==> src/rtl/seven_seg_pkg.sv <==
`default_nettype none
// ============================================================================
// Module     : seven_seg_pkg
// Description: Shared types, constants and helpers for the seven-segment
//              scan controller (scan state encoding, digit geometry, digit
//              extraction and leading-zero test).
// Revision   : 1.0 - initial release
// ============================================================================
package seven_seg_pkg;

    typedef enum logic [1:0] {
        IDLE  = 2'd0,
        SHOW  = 2'd1,
        BLANK = 2'd2
    } scan_state_t;

    localparam logic [3:0] ANODE_OFF  = 4'b1111;
    localparam int         NUM_DIGITS = 4;
    localparam int         DIGIT_W    = 4;

    // Nibble 'sel' of a packed four-digit value.
    function automatic logic [DIGIT_W-1:0] digit_of(
        input logic [NUM_DIGITS*DIGIT_W-1:0] value,
        input logic [1:0]                    sel
    );
        return value[DIGIT_W*sel +: DIGIT_W];
    endfunction

    // A digit above position 0 is a leading zero when it and every more
    // significant digit are zero. Digit 0 is never suppressed.
    function automatic logic lz_hidden(
        input logic [NUM_DIGITS*DIGIT_W-1:0] value,
        input logic [1:0]                    sel
    );
        logic [NUM_DIGITS*DIGIT_W-1:0] mask;
        mask = {(NUM_DIGITS*DIGIT_W){1'b1}} << (DIGIT_W * sel);
        return (sel != 2'd0) && ((value & mask) == '0);
    endfunction

endpackage
`default_nettype wire

==> src/rtl/seg_slot_timer.sv <==
`default_nettype none
// ============================================================================
// Module     : seg_slot_timer
// Description: Per-digit slot prescaler. Counts 0..REFRESH_DIV-1 once per
//              slot; the first REFRESH_DIV-BLANK_CYC counts are the SHOW
//              phase, the remainder the BLANK phase.
// Ports      : clk, rst_n        - clock, async active-low reset
//              i_clear           - hold the count at 0 (idle / disable)
//              o_show_done       - last SHOW cycle of the slot
//              o_blank_done      - last BLANK cycle (slot terminal count)
// Revision   : 1.0 - initial release
// ============================================================================
module seg_slot_timer #(
    parameter logic [15:0] REFRESH_DIV = 16'd50000,
    parameter logic [15:0] BLANK_CYC   = 16'd500
) (
    input  logic clk,
    input  logic rst_n,
    input  logic i_clear,
    output logic o_show_done,
    output logic o_blank_done
);

    localparam int CNT_W = $clog2(REFRESH_DIV);

    localparam logic [CNT_W-1:0] c_show_last = CNT_W'(REFRESH_DIV - BLANK_CYC - 16'd1);
    localparam logic [CNT_W-1:0] c_slot_last = CNT_W'(REFRESH_DIV - 16'd1);

    logic [CNT_W-1:0] r_cnt;

    // Wrapping at REFRESH_DIV-1 makes each slot exactly REFRESH_DIV cycles.
    always_ff @(posedge clk or negedge rst_n) begin
        if (!rst_n) begin
            r_cnt <= '0;
        end else if (i_clear || (r_cnt == c_slot_last)) begin
            r_cnt <= '0;
        end else begin
            r_cnt <= r_cnt + 1'b1;
        end
    end

    assign o_show_done  = (r_cnt == c_show_last);
    assign o_blank_done = (r_cnt == c_slot_last);

endmodule
`default_nettype wire

==> src/rtl/seven_seg_scan_ctrl.sv <==
`default_nettype none
// ============================================================================
// Module     : seven_seg_scan_ctrl
// Description: Time-multiplexes four 4-bit digits onto one shared digit
//              decoder, driving active-low anodes with a blanking gap after
//              each digit. The displayed value is double-buffered: a loaded
//              value waits in a pending buffer and becomes active only at a
//              frame boundary (or immediately while idle).
// Ports      : clk, rst_n        - clock, async active-low reset
//              en                - 1 = scan, 0 = all digits dark
//              load_valid/ready  - producer handshake for load_data
//              load_data         - digit3..digit0 as [15:12]..[3:0]
//              num               - registered digit value to the decoder
//              anode_active      - active-low anodes, bit0 = digit 0
//              digit_sel         - current digit slot
//              frame_done        - pulse in the last BLANK cycle of digit 3
// Revision   : 1.0 - initial release
// ============================================================================
module seven_seg_scan_ctrl
    import seven_seg_pkg::*;
#(
    parameter logic [15:0] REFRESH_DIV = 16'd50000,
    parameter logic [15:0] BLANK_CYC   = 16'd500,
    parameter logic        LZ_BLANK    = 1'b1
) (
    input  logic        clk,
    input  logic        rst_n,
    input  logic        en,
    input  logic        load_valid,
    input  logic [15:0] load_data,
    output logic        load_ready,
    output logic [3:0]  num,
    output logic [3:0]  anode_active,
    output logic [1:0]  digit_sel,
    output logic        frame_done
);

    scan_state_t r_state;
    scan_state_t w_next_state;
    logic [1:0]  r_digit_sel;
    logic [1:0]  w_next_sel;
    logic [3:0]  r_num;
    logic [15:0] r_active;
    logic [15:0] r_pend_data;
    logic        r_pend_valid;

    logic        w_enter_show;
    logic [3:0]  w_anode;
    logic        w_clear;
    logic        w_show_done;
    logic        w_blank_done;
    logic        w_boundary;
    logic        w_transfer;
    logic [15:0] w_next_active;

    // Counter is held at 0 while idle, and cleared in the same cycle en
    // drops so the next enable starts a fresh slot.
    assign w_clear = !en || (r_state == IDLE);

    seg_slot_timer #(
        .REFRESH_DIV (REFRESH_DIV),
        .BLANK_CYC   (BLANK_CYC)
    ) u_slot_timer (
        .clk          (clk),
        .rst_n        (rst_n),
        .i_clear      (w_clear),
        .o_show_done  (w_show_done),
        .o_blank_done (w_blank_done)
    );

    assign w_boundary    = (r_state == BLANK) && w_blank_done && (r_digit_sel == 2'd3) && en;
    assign w_transfer    = r_pend_valid && (w_boundary || (r_state == IDLE));
    // num is loaded from the value that will be active next cycle, so the
    // first digit of a new frame already reflects a boundary transfer.
    assign w_next_active = w_transfer ? r_pend_data : r_active;

    always_comb begin
        w_next_state = r_state;
        w_next_sel   = r_digit_sel;
        w_enter_show = 1'b0;
        w_anode      = ANODE_OFF;
        case (r_state)
            IDLE: begin
                if (en) begin
                    w_next_state = SHOW;
                    w_next_sel   = 2'd0;
                    w_enter_show = 1'b1;
                end
            end
            SHOW: begin
                if (!(LZ_BLANK && lz_hidden(r_active, r_digit_sel))) begin
                    w_anode = ~(4'b0001 << r_digit_sel);
                end
                if (w_show_done) begin
                    w_next_state = BLANK;
                end
            end
            BLANK: begin
                if (w_blank_done) begin
                    w_next_state = SHOW;
                    w_next_sel   = r_digit_sel + 2'd1;
                    w_enter_show = 1'b1;
                end
            end
            default: begin
                w_next_state = IDLE;
            end
        endcase
        // Disable overrides any transition, including the frame boundary.
        if (!en) begin
            w_next_state = IDLE;
            w_next_sel   = 2'd0;
            w_enter_show = 1'b0;
        end
    end

    always_ff @(posedge clk or negedge rst_n) begin
        if (!rst_n) begin
            r_state     <= IDLE;
            r_digit_sel <= 2'd0;
            r_num       <= '0;
        end else begin
            r_state     <= w_next_state;
            r_digit_sel <= w_next_sel;
            if (w_enter_show) begin
                r_num <= digit_of(w_next_active, w_next_sel);
            end
        end
    end

    // Capture and transfer are mutually exclusive: capture needs an empty
    // buffer, transfer needs a full one.
    always_ff @(posedge clk or negedge rst_n) begin
        if (!rst_n) begin
            r_active     <= '0;
            r_pend_data  <= '0;
            r_pend_valid <= 1'b0;
        end else if (w_transfer) begin
            r_active     <= r_pend_data;
            r_pend_valid <= 1'b0;
        end else if (load_valid && !r_pend_valid) begin
            r_pend_data  <= load_data;
            r_pend_valid <= 1'b1;
        end
    end

    assign load_ready   = !r_pend_valid;
    assign num          = r_num;
    assign anode_active = w_anode;
    assign digit_sel    = r_digit_sel;
    assign frame_done   = w_boundary;

endmodule
`default_nettype wire

==> config.mk <==
export PLATFORM = sky130hd
export DESIGN_NAME = seven_seg_scan_ctrl
export DESIGN_NICKNAME = d
export VERILOG_FILES = /design/src/rtl/seven_seg_pkg.sv /design/src/rtl/seg_slot_timer.sv /design/src/rtl/seven_seg_scan_ctrl.sv
export SDC_FILE = /design/constraint.sdc
export NUM_CORES = 1
export LEC_CHECK = 0
export BUFFER_PORTS_ARGS = -buffer_cell sky130_fd_sc_hd__buf_2
export CELL_PAD_IN_SITES_DETAIL_PLACEMENT = 1
export CELL_PAD_IN_SITES_GLOBAL_PLACEMENT = 1
export CORE_UTILIZATION = 25
export DETAILED_ROUTE_END_ITERATION = 7
export PLACE_DENSITY = 0.5
export SLEW_MARGIN = 20
export SYNTH_ARGS = -nofsm -noshare
export SYNTH_HDL_FRONTEND = slang
export SYNTH_SLANG_ARGS = --single-unit
==> constraint.sdc <==
create_clock -name clk -period 3.95 [get_ports clk]
set_input_delay 0 -clock clk [delete_from_list [all_inputs] [get_ports clk]]
set_output_delay 0 -clock clk [all_outputs]
set_load 0.005 [all_outputs]
* Word-level counts from Yosys, hierarchy flattened
Index checks and enable logic that the tools add are counted.
** Storage, ports and cells
- Register bits after elaboration :: 57
- Input bits :: 20
- Output and inout port bits :: 12
** Cells by class
- $add $sub $neg :: 2
- Equal/unequal tests :: 7
- Shift-type cells :: 3
- Muxes and demuxes :: 16
- Bitwise operators :: 3
- Reduce and logical (&&, ||, !) cells :: 17
** Operator list (count)
- == test 16 bit, second input constant :: 2
- 2-to-1 mux 16 bit :: 2
- adder 16 x 1 -> 16 bit, second input constant :: 1
- bitwise AND 16 bit :: 1
- logical NOT 16 bit :: 1
- indexed part select 16 x 5 -> 4 bit :: 1
- left shift 16 x 4 -> 16 bit, first input constant :: 1
- 2-to-1 mux 2 bit :: 5
- 2-to-1 mux 4 bit :: 2
- logical AND 1 bit :: 6
- case mux 2 bit (3 select lines) :: 1
- == test 2 bit, second input constant :: 2
- 2-to-1 mux 1 bit :: 4
- NOT 4 bit :: 1
- case mux 2 bit (2 select lines) :: 1
- AND reduction 2 bit :: 2
- nonzero test 2 bit :: 2
- left shift 1 x 2 -> 4 bit, first input constant :: 1
- logical OR 1 bit :: 3
- inequality test 3 x 2 -> 1 bit, second input constant :: 1
- inequality test 3 bit, second input constant :: 1
- adder 2 x 1 -> 2 bit, second input constant :: 1
- == test 2 x 1 -> 1 bit, second input constant :: 1
- logical NOT 1 bit :: 2
- other kinds (3) :: 3

* Logic depth before layout (Yosys ltp)
- Depth in word-level cells :: 8
- Mapped depth :: 9
- Depth with buffers taken out :: 8

* Cells and area by module
From an unflattened synthesis, not the netlist that was laid out.
** Unflattened totals
- Cells, all modules :: 264
- Area total of the unflattened synthesis :: 2793.9 um^2
** By module, submodules not included
- seven_seg_scan_ctrl :: times used 1, cells each 182, area an instance 1968.1 um^2, seq. area each 1026.0 um^2
- seg_slot_timer :: times used 1, cells each 82, area an instance 825.8 um^2, seq. area each 400.4 um^2

* Worst setup path before layout
OpenSTA, ideal clock, no wires.
- Kind :: flip-flop to flip-flop
- From :: reg u_slot_timer.r_cnt[0]
- To :: reg r_num[0] (netlist: num[0])
- Setup time :: 127 ps
- Arrival time :: 2521 ps
- Data required time :: 3823 ps
- Path slack :: 1302 ps
- Stages on the path, launching flop included :: 10
- Path buffers :: 1
- Clock period less this slack :: 2648 ps
- Cell sequence :: dfrtp_1 -> ha_1 -> and3_4 -> or3b_4 -> or4_1 -> a31o_2 -> buf_6 -> mux4_2 -> a22oi_1 -> o21ai_1
** On the way
- Cells in the longest elaborated chain, start to end :: 8
- Elaborated cells between the ends (all ways) :: 14
** Ends and longest elaborated chain
- start: declaration :: line seg_slot_timer.sv:29 : logic [CNT_W-1:0] r_cnt;
- start signal: assignment :: line seg_slot_timer.sv:38 : r_cnt <= r_cnt + 1'b1;
- == test 16 bit (*) :: line seg_slot_timer.sv:43 : assign o_blank_done = (r_cnt == c_slot_last);
- logical AND 1 bit (3 in series) :: line seven_seg_scan_ctrl.sv:71 : assign w_boundary = (r_state == BLANK) && w_blank_done && (r_digit_sel == 2'd3) && en;
- logical OR 1 bit :: line seven_seg_scan_ctrl.sv:72 : assign w_transfer = r_pend_valid && (w_boundary || (r_state == IDLE));
- logical AND 1 bit :: line seven_seg_scan_ctrl.sv:72
- 2-to-1 mux 16 bit
- indexed part select 16 x 5 -> 4 bit :: line seven_seg_pkg.sv:26 : return value[DIGIT_W*sel +: DIGIT_W];
- end signal: assignment :: line seven_seg_scan_ctrl.sv:126 : r_num <= digit_of(w_next_active, w_next_sel);
- end: declaration :: line seven_seg_scan_ctrl.sv:42 : logic [3:0] r_num;
Every way passes the cells marked *; elsewhere a longest branch is shown, timed or not.
A chain may end at the register's enable or synchronous reset.

* Worst setup path in the final report
- From :: reg u_slot_timer.r_cnt[0]
- To :: reg r_num[1] (netlist: num[1])
Same word-level chain as after synthesis.

==> insert_results.sql <==
INSERT INTO impl_metrics (metric_group, metric, value, unit) VALUES
('final_layout', 'areaGrowthSynthToFinish', '24.1', '%'),
('cts', 'cts.repair.resized', '0', ''),
('cts', 'setup_fix_bufs_post_cts', '0', ''),
('synth', 'yosysUniqueCellTypes', '39', ''),
('final_layout', 'drive_above_1_share', '32.0', '%'),
('route', 'totalWireLength', '6270', 'um'),
('final_layout', 'finish.instance_area', '3430', 'um2'),
('synth', 'synthesis.instances', '233', ''),
('synth', 'ys_seq_area_share', '51.6', '%'),
('route', 'detailroute.via_count', '1924', ''),
('global_route', 'grt_pass1_vias', '2023', ''),
('route', 'drc', '0', ''),
('pwr', 'power_switching', '0.000435', 'W'),
('synth', 'syn_avg_cell_area', '11.9', 'um2'),
('critical_path', 'required', '4.18', 'ns'),
('floorplanning', 'dieArea', '11500', 'um2'),
('cts', 'cts-htree-levels', '3', ''),
('pwr', 'power.share.clock', '30.4', '%'),
('synth', 'synth_enable_flop_cells', '0', ''),
('floorplanning', 'die_w', '107', 'um'),
('synth', 'synth_warnings', '0', ''),
('route', 'ant_nets', '0', ''),
('hold_path', 'min-delay-path-class', 'in2async', ''),
('synth', 'synth_top_flop_cell', 'sky130_fd_sc_hd__dfrtp_1', ''),
('pwr', 'relative_contribution_of_sequential_cells_to_total_power', '51.4', '%'),
('global_route', 'grt_use_total', '12.5', '%'),
('run_status', 'outcome', 'completed', ''),
('floorplanning', 'io_pins', '32', ''),
('critical_path', 'setup.worst_path.end_class', 'flip-flop', ''),
('final_layout', 'nNetsFinal', '314', ''),
('pwr', 'power.share.switching', '27.3', '%'),
('timing', 'worst_slew_pin_slew', '0.750', 'ns'),
('floorplanning', 'initial_core_util', '25.6', '%'),
('synth', 'ys_ff_latch', '57', ''),
('cts', 'cts_max_path_buffers', '2', ''),
('global_route', 'antenna_found_initial', '0', ''),
('placement', 'place.port_buffers', '31', ''),
('timing', 'final-hold-violation-count', '0', ''),
('critical_path', 'cp_data_arrival_time', '3.25', 'ns'),
('route', 'detail_route.first_pass.iterations', '4', ''),
('route', 'initialDrtViolationCount', '42', ''),
('pwr', 'power.density', '464', 'nW/um2'),
('pwr', 'static_leakage', '1.50', 'nW'),
('placement', 'gpl.final_weighted_congestion', '0.714', ''),
('synth', 'cell_area_synth', '2770', 'um2'),
('synth', 'async_reset_ff_share', '100', '%'),
('cts', 'path_clk_slew', '0.07', 'ns'),
('route', 'wl_per_cell', '14.5', 'um'),
('critical_path', 'timing.critical_path.from_type', 'flip-flop', ''),
('cts', 'tritoncts.num_buffers', '9', ''),
('global_route', 'grt_max_degree', '58', ''),
('timing', 'totalNegativeSetupSlack', '0', 'ns'),
('pwr', 'ir_drop', '0.000188', 'V'),
('cts', 'ctsHoldBuffers', '19', ''),
('global_route', 'grt_overflow_total', '0', ''),
('final_layout', 'antenna_cells', '0', ''),
('floorplanning', 'chipHeight', '107', 'um'),
('cts', 'cts_tree', 'built', ''),
('critical_path', 'criticalPathCategory', 'reg2reg', ''),
('timing', 'finalClockSkew', '0.0104', 'ns'),
('timing', 'setup-violations-final', '0', ''),
('global_route', 'wire_length_of_the_first_global_routing_pass', '10700', 'um'),
('cts', 'clock_latency_at_the_later_pin_of_the_worst_skew_pair', '0.34', 'ns'),
('pwr', 'internal-power', '0.00116', 'W'),
('timing', 'fmax', '331', 'MHz'),
('pwr', 'combinationalPowerShare', '18.2', '%'),
('floorplanning', 'core_rows', '38', ''),
('critical_path', 'crit_start', 'u_slot_timer.r_cnt[0]', ''),
('critical_path', 'r2r_path_start', 'u_slot_timer.r_cnt[0]', ''),
('placement', 'place.detailed.instances', '398', ''),
('synth', 'syn-num-nets', '259', ''),
('cts', 'cts-root-buf', 'sky130_fd_sc_hd__clkbuf_8', ''),
('cts', 'cts.sinks', '57', ''),
('job', 'maxCapViolCount', '0', ''),
('placement', 'hpwl', '4370', 'um'),
('final_layout', 'post_layout_nonfiller_instances', '431', ''),
('timing', 'setup_repair_after_global_routing_missed_its_margin', 'false', ''),
('floorplanning', 'core', '10800', 'um2'),
('critical_path', 'timing.critical_path.fanout_max', '15', ''),
('timing', 'period_needed', '3.02', 'ns'),
('timing', 'worst_slew_margin_rel', '50.0', '%'),
('timing', 'maxSlewViolCount', '0', ''),
('timing', 'min_period_over_period', '76.4', '%'),
('timing', 'final.hold.worst_slack', '0.342', 'ns'),
('route', 'viasPerCell', '4.46', ''),
('placement', 'placement.cell_area', '3070', 'um2');
[area by class of cell]
class	instances	area, um2
Clock inverter	3	17.5
Sequential cell	57	1430
Inverter	6	22.5
Timing Repair Buffer	54	375
Clock buffer	11	151
Tap cell	140	175
Fill cell	1192	7360
Multi-Input combinational cell	160	1260
[critical path, cell delays in order (launching register included)]
cell and delay, ns:
sky130_fd_sc_hd__dfrtp_1 0.37, sky130_fd_sc_hd__ha_1 0.21, sky130_fd_sc_hd__and3_4 0.22, sky130_fd_sc_hd__or3b_4 0.41, sky130_fd_sc_hd__o31a_1 0.28, sky130_fd_sc_hd__or3_1 0.61
sky130_fd_sc_hd__mux4_2 0.55, sky130_fd_sc_hd__a22oi_1 0.16, sky130_fd_sc_hd__o21ai_1 0.09
[worst paths after layout]
kind,to,slack (ns),cells past startpoint
max,num[1],0.93,8
min,r_pend_data[4],0.34,3
max reg2reg,num[1],0.93,8
min reg2reg,u_slot_timer.r_cnt[0],0.47,1
max in group asynchronous,u_slot_timer.r_cnt[10],3.09,3
min in group clk,r_pend_data[5],0.42,3
[flip-flops by register name, summed over array words and instances, names as in the netlist]
name / cells
num: 4
digit_sel: 2
r_pend_valid: 1
r_active: 16
u_slot_timer.r_cnt: 16
r_pend_data: 16
r_state: 2
[layout by cell type (no fill, tap or decap), types with 6 or more instances in the layout]
master / instances
sky130_fd_sc_hd__xor2_1: 9
sky130_fd_sc_hd__clkbuf_8: 11
sky130_fd_sc_hd__mux2_2: 36
sky130_fd_sc_hd__nand3_1: 8
sky130_fd_sc_hd__nand2_1: 14
sky130_fd_sc_hd__inv_1: 6
sky130_fd_sc_hd__ha_1: 6
sky130_fd_sc_hd__dfrtp_1: 57
sky130_fd_sc_hd__dlygate4sd3_1: 19
sky130_fd_sc_hd__nor2_1: 31
sky130_fd_sc_hd__buf_2: 31
sky130_fd_sc_hd__mux2i_1: 8
[stage by stage]
step / total power, W / utilization, % / worst slack, ns
2_1_floorplan: 0.00100 / - / 1.30
3_3_place_gp: 0.00111 / 28.5 / 0.967
3_5_place_dp: 0.00111 / 28.5 / 0.887
4_1_cts: 0.00162 / 31.8 / 0.876
5_1_grt: 0.00169 / 31.8 / 0.708
6_report: 0.00159 / 31.8 / 0.931
[metal layers]
layer / vias up / routed length (um) / GRT usage (%)
met5: - / 0 / 0
met4: 0 / 128 / 6.75
met3: 8 / 165 / 3.22
met2: 28 / 2650 / 17.2
met1: 961 / 3320 / 17.8
li1: 927 / - / -
[logic make-up after synthesis]
family,Yosys count,share of synthesized area (%)
compound gates,19,4.80
xor+xnor,14,4.43
fa+ha+maj,6,2.71
buf+inv,16,2.76
flops,57,51.6
mux,48,20.8
simple gates,73,12.9
[cells in the mapped netlist (3+ instances only)]
cell type                  number  area (um2)
sky130_fd_sc_hd__nand3_1        8        40.0
sky130_fd_sc_hd__xnor2_1        5        43.8
sky130_fd_sc_hd__nor2_1        31         116
sky130_fd_sc_hd__xor2_1         9        78.8
sky130_fd_sc_hd__nand2_1       14        52.6
sky130_fd_sc_hd__a22oi_1        5        37.5
sky130_fd_sc_hd__ha_1           6        75.1
sky130_fd_sc_hd__mux2i_1        8        80.1
sky130_fd_sc_hd__clkbuf_1       6        22.5
sky130_fd_sc_hd__nor4_1         3        18.8
sky130_fd_sc_hd__o21ai_1        4        20.0
sky130_fd_sc_hd__mux4_2         4        90.1
sky130_fd_sc_hd__mux2_2        36         405
sky130_fd_sc_hd__inv_1          6        22.5
sky130_fd_sc_hd__dfrtp_1       57        1430
[power by group through the flow]
stage	combinational (W)	clock (W)	sequential, W
final	0.000289	0.000484	0.000817
after detailed placement	0.000281	0	0.000832
after floorplan	0.000215	0	0.000786
after global placement	0.000275	0	0.000834
after CTS	0.000295	0.000507	0.000821
after global routing	0.000322	0.000530	0.000840
Note: power is estimated with default switching activity, not from simulation.
